$ cat config.mk
export PLATFORM = sky130hd
export DESIGN_NAME = game_round_controller
export DESIGN_NICKNAME = d
export VERILOG_FILES = /design/src/rtl/game_round_controller.sv
export SDC_FILE = /design/constraint.sdc
export NUM_CORES = 1
export LEC_CHECK = 0
export CORE_MARGIN = 8
export CORE_UTILIZATION = 46
export DETAILED_ROUTE_END_ITERATION = 10
export PLACE_DENSITY = 0.83
export RECOVER_POWER = 25
export SKIP_CTS_REPAIR_TIMING = 1
export SYNTH_ARGS = -nofsm -noshare
export SYNTH_HDL_FRONTEND = slang
export SYNTH_SLANG_ARGS = --single-unit
$ cat constraint.sdc
create_clock -name clk -period 1.7 [get_ports clk]
set_input_delay 0.255 -clock clk [delete_from_list [all_inputs] [get_ports clk]]
set_output_delay 0.255 -clock clk [all_outputs]
set_load 0.005 [all_outputs]
$ cat src/rtl/game_round_controller.sv
// Session sequencer above the game master: gates the master's reset, tallies
// rounds into score/lives/level, and drives the target speed and game-over flag.
module game_round_controller #(
  parameter int unsigned LIVES_INIT     = 3,
  parameter int unsigned HITS_PER_LEVEL = 3,
  parameter int unsigned N_LEVELS       = 4,
  parameter int unsigned BASE_SPEED     = 1,
  parameter int unsigned SPEED_STEP     = 2,
  parameter int unsigned W_SCORE        = 8
) (
  input  logic               clk,
  input  logic               reset,
  input  logic               key,
  input  logic               round_done,
  input  logic               round_won,
  input  logic               timer_running,
  output logic               master_reset,
  output logic [3:0]         target_speed,
  output logic [1:0]         level,
  output logic [W_SCORE-1:0] score,
  output logic [2:0]         lives,
  output logic               game_over
);

  typedef enum logic [2:0] {
    S_IDLE,
    S_PLAY,
    S_TALLY,
    S_WAIT_TIMER,
    S_OVER
  } state_t;

  localparam logic [3:0] HIT_LAST  = 4'(HITS_PER_LEVEL - 1);
  localparam logic [1:0] LEVEL_MAX = 2'(N_LEVELS - 1);

  state_t             state, state_nxt;
  logic [W_SCORE-1:0] score_nxt;
  logic [2:0]         lives_nxt;
  logic [1:0]         level_nxt;
  logic [3:0]         hit_cnt, hit_cnt_nxt;
  logic               key_prev;
  logic               seen_timer, seen_timer_nxt;
  logic               won, won_nxt;
  logic               key_rise;

  assign key_rise     = key & ~key_prev;
  assign target_speed = 4'(BASE_SPEED) + 4'(4'(level) * 4'(SPEED_STEP));

  always_ff @(posedge clk or posedge reset) begin
    if (reset) begin
      state      <= S_IDLE;
      score      <= '0;
      lives      <= 3'(LIVES_INIT);
      level      <= '0;
      hit_cnt    <= '0;
      key_prev   <= 1'b1;
      seen_timer <= 1'b0;
      won        <= 1'b0;
    end else begin
      state      <= state_nxt;
      score      <= score_nxt;
      lives      <= lives_nxt;
      level      <= level_nxt;
      hit_cnt    <= hit_cnt_nxt;
      key_prev   <= key;
      seen_timer <= seen_timer_nxt;
      won        <= won_nxt;
    end
  end

  always_comb begin
    state_nxt      = state;
    score_nxt      = score;
    lives_nxt      = lives;
    level_nxt      = level;
    hit_cnt_nxt    = hit_cnt;
    seen_timer_nxt = seen_timer;
    won_nxt        = won;
    master_reset   = 1'b0;
    game_over      = 1'b0;

    case (state)
      S_IDLE: begin
        master_reset = 1'b1;
        if (key_rise) begin
          score_nxt   = '0;
          lives_nxt   = 3'(LIVES_INIT);
          level_nxt   = '0;
          hit_cnt_nxt = '0;
          state_nxt   = S_PLAY;
        end
      end
      S_PLAY: begin
        if (round_done) begin
          won_nxt   = round_won;
          state_nxt = S_TALLY;
        end
      end
      S_TALLY: begin
        if (won) begin
          if (score != '1) score_nxt = score + W_SCORE'(1);
          if (hit_cnt == HIT_LAST) begin
            hit_cnt_nxt = '0;
            if (level != LEVEL_MAX) level_nxt = level + 2'd1;
          end else begin
            hit_cnt_nxt = hit_cnt + 4'd1;
          end
        end else begin
          if (lives != 3'd0) lives_nxt = lives - 3'd1;
          hit_cnt_nxt = '0;
        end
        seen_timer_nxt = 1'b0;
        state_nxt      = S_WAIT_TIMER;
      end
      S_WAIT_TIMER: begin
        // The master finishes END->START on its own; leave only once the timer has come and gone.
        if (timer_running) seen_timer_nxt = 1'b1;
        if (seen_timer && !timer_running)
          state_nxt = (lives == 3'd0) ? S_OVER : S_PLAY;
      end
      S_OVER: begin
        master_reset = 1'b1;
        game_over    = 1'b1;
        if (key_rise) state_nxt = S_IDLE;
      end
      default: state_nxt = S_IDLE;
    endcase
  end

endmodule

==> summary.txt <==
result of the run: completed
later-pin clock latency in the skew report: 320 ps
via count of the first global-routing pass: 1181
worst setup path category: reg2out
Tightest Pin Transition: 575 ps
share of power burned in combinational logic: 0.507
gr usage total: 0.128
RePlAce Congestion: 0.876
share of cell area taken by muxes after synthesis: 0.0236
Final Max Tran Viols: 0
total overflow reported by the global router: 0
Synth Area in Adders: 0.0543
overall die area: 5010 µm²
YS warnings: 0
internal power contribution: 1.47 mW
number of library cell types mapped by synthesis: 46
placed cells: 197
share of the core filled with cells in the final layout: 0.582
Antenna Diode Count: 0
number of levels in the clock H-tree: 1
IO Pins: 25
initial cell density of the core: 0.468
number of hold-slack violations in the final timing report: 0
most used cells in the layout excluding fill and tap cells: 19 x clkdlybuf4s50_1, 18 x dfrtp_1, 11 x nand2_1, 10 x buf_4
area of all placed cells without fillers: 1720 µm²
Cell Area, Synth: 1380 µm²
power per cell area: 1400 nW/µm²
total number of vias: 1169
highest fanout seen on the critical path: 3
share of synthesized flip-flops with an asynchronous set or reset: 1.00
CTS buffer count: 3
path category of the worst min-delay check: reg2reg
I/O Buffers: 22
Max-slew headroom: 0.617
clock sink count: 23
leakage: 0.743 nW
XOR/XNOR share of the synthesized area: 0.00634
synthesized netlist cell count: 142
Post-synth top flop: dfrtp_1
post-synth net total: 154
clock tree from TritonCTS: done
final worst setup slack: 27.7 ps
sequential share of the synthesized area: 0.419
maximum achievable frequency: 598 MHz
number of search-and-repair iterations in the first detailed-routing pass: 4
violation count after the first detailed-routing iteration: 90
area growth from synthesis to layout: 24.5%
global-route wire length before repair: 5260 µm
largest family of logic cells by synthesized area: simple AND/OR/NAND/NOR gates
maximum number of pins on one net before global-route repair: 24
switch share: 0.388
share of post-route cells with drive strength above 1: 0.211
synthesized-area fraction occupied by ao, oa, aoi and oai cells: 0.185
WP data required: 1440 ps
final layout net count: 184
Arr. time, crit path: 1420 ps
capturing element type of the critical path: output port
Layout Skew: 3.47 ps
most frequent standard cell in the layout excluding fill and tap cells: clkdlybuf4s50_1
buffer cell driving the clock tree root: clkbuf_4
mean instance size in the synthesized netlist: 9.73 µm²
power share of the clock group: 0.111
number of nets with antenna violations after routing: 0
Final Instance Count excl. Fillers: 204
Die Ht: 70.8 µm
crit path time final: 1670 ps
simple-gate area share of the yosys netlist: 0.244
routed wire length: 3230 µm
core box area: 2950 µm²
instance area at placement: 1650 µm²
Vias per Instance: 5.73
worst slack after detailed placement: -30.6 ps
HPWL after detailed placement: 2350 µm
number of enable-type register cells in the synthesized netlist: 0
switching component of the power: 932 µW
clock-pin transition on the worst setup and hold timing paths: 130 ps
# DRC: 0
fraction of the cycle the final worst path needs: 0.984
worst-case clock buffer depth: 2
kind of start point of the critical path: flop
chip width: 70.8 µm
final setup fails: 0
synthesis-stage register bit count: 23
Flop pwr share: 0.382
IR Drop Worst-Case VDD: 0.805 mV
Routed WL per cell: 15.8 µm
MaxCap Viol Count: 0
initial antenna violation count: 0
number of placement rows: 20
## per-layer routing
| metal | GRT usage | vias to the layer above | wire length (µm) |
|---|---|---|---|
| met5 | 0 | - | 0 |
| li1 | - | 561 | - |
| met2 | 0.226 | 27 | 1690 |
| met4 | 0.0693 | 0 | 76 |
| met3 | 0.0268 | 7 | 149 |
| met1 | 0.139 | 574 | 1310 |
## registers in the layout, indices dropped and copies added, names as in the netlist
register,count
seen_timer,1
lives,3
level,2
hit_cnt,4
won,1
state,3
key_prev,1
score,8
## synthesized netlist by cell type (all sizes together), types with 2 or more instances
cell type	number	share of area
nor2	9	0.036
nand2b	2	0.0091
a21o	2	0.016
clkbuf	2	0.0072
and4	3	0.021
nor3	4	0.014
dfrtp	20	0.36
mux2	2	0.016
a21oi	10	0.039
a22o	3	0.019
a31oi	2	0.0091
nor3b	2	0.018
nand3b	3	0.016
buf	6	0.034
nand2	11	0.030
conb	2	0.0054
dfstp	3	0.057
nand3	5	0.018
a221o	2	0.014
ha	6	0.054
nor2b	6	0.027
o21ai	12	0.046
nand4	2	0.0091
and3	2	0.0091
inv	8	0.022
## through the flow
step	hold slack [ps]	power [mW]	setup TNS, ps
final	462	2.40	0
after floorplan	255	1.60	0
after global routing	480	2.58	-12.0
after CTS	281	2.34	-384
after detailed placement	488	2.08	-44.6
after global placement	480	2.01	0
## layout make-up
class,instances,area (µm²)
multi-input combinational,103,737
tap,33,41.3
fill,266,1230
clock buffer,4,26.3
timing repair buffer,33,303
sequential,23,582
inverter,8,30.0
## worst max-delay path, cell delays in order, from the launching register on
cell	delay, ps
dfrtp_2	450
nor2_2	110
clkdlybuf4s50_1	540
## power by group through the flow
| stage | sequential (mW) | combinational [mW] | clock, mW |
|---|---|---|---|
| floorplan | 0.888 | 0.708 | 0 |
| global placement | 0.939 | 1.07 | 0 |
| detailed placement | 0.951 | 1.13 | 0 |
| CTS | 0.940 | 1.13 | 0.270 |
| global route | 0.950 | 1.34 | 0.285 |
| finish | 0.919 | 1.22 | 0.266 |
## final timing paths
kind,startpoint,endpoint,slack [ps],cells past startpoint
worst min register to register,state[2]$_DFFE_PP0P_,state[1]$_DFFE_PP0P_,460,1
worst max-delay path,state[1]$_DFFE_PP0P_,master_reset,30,2
min in group asynchronous,reset,hit_cnt[1]$_DFFE_PP0P_,510,3
max in group asynchronous,reset,state[2]$_DFFE_PP0P_,790,3
worst max register to register,lives[0]$_DFFE_PP1P_,lives[2]$_DFFE_PP0P_,80,7
worst min-delay path,state[2]$_DFFE_PP0P_,state[1]$_DFFE_PP0P_,460,1
## cell families (layout without fill, tap and decap cells)
| logic type | count (synthesis) | in the layout |
|---|---|---|
| buffers and inverters | 16 | 45 |
| AND/OR/NAND/NOR | 53 | 53 |
| adder cells (fa/ha/maj) | 6 | 6 |
| flip-flops | 23 | 23 |
| AO/OA/AOI/OAI | 38 | 38 |
| XOR/XNOR | 1 | 1 |
| other | 2 | 2 |
| multiplexers | 3 | 3 |
Power figures use the tool's default switching activity.
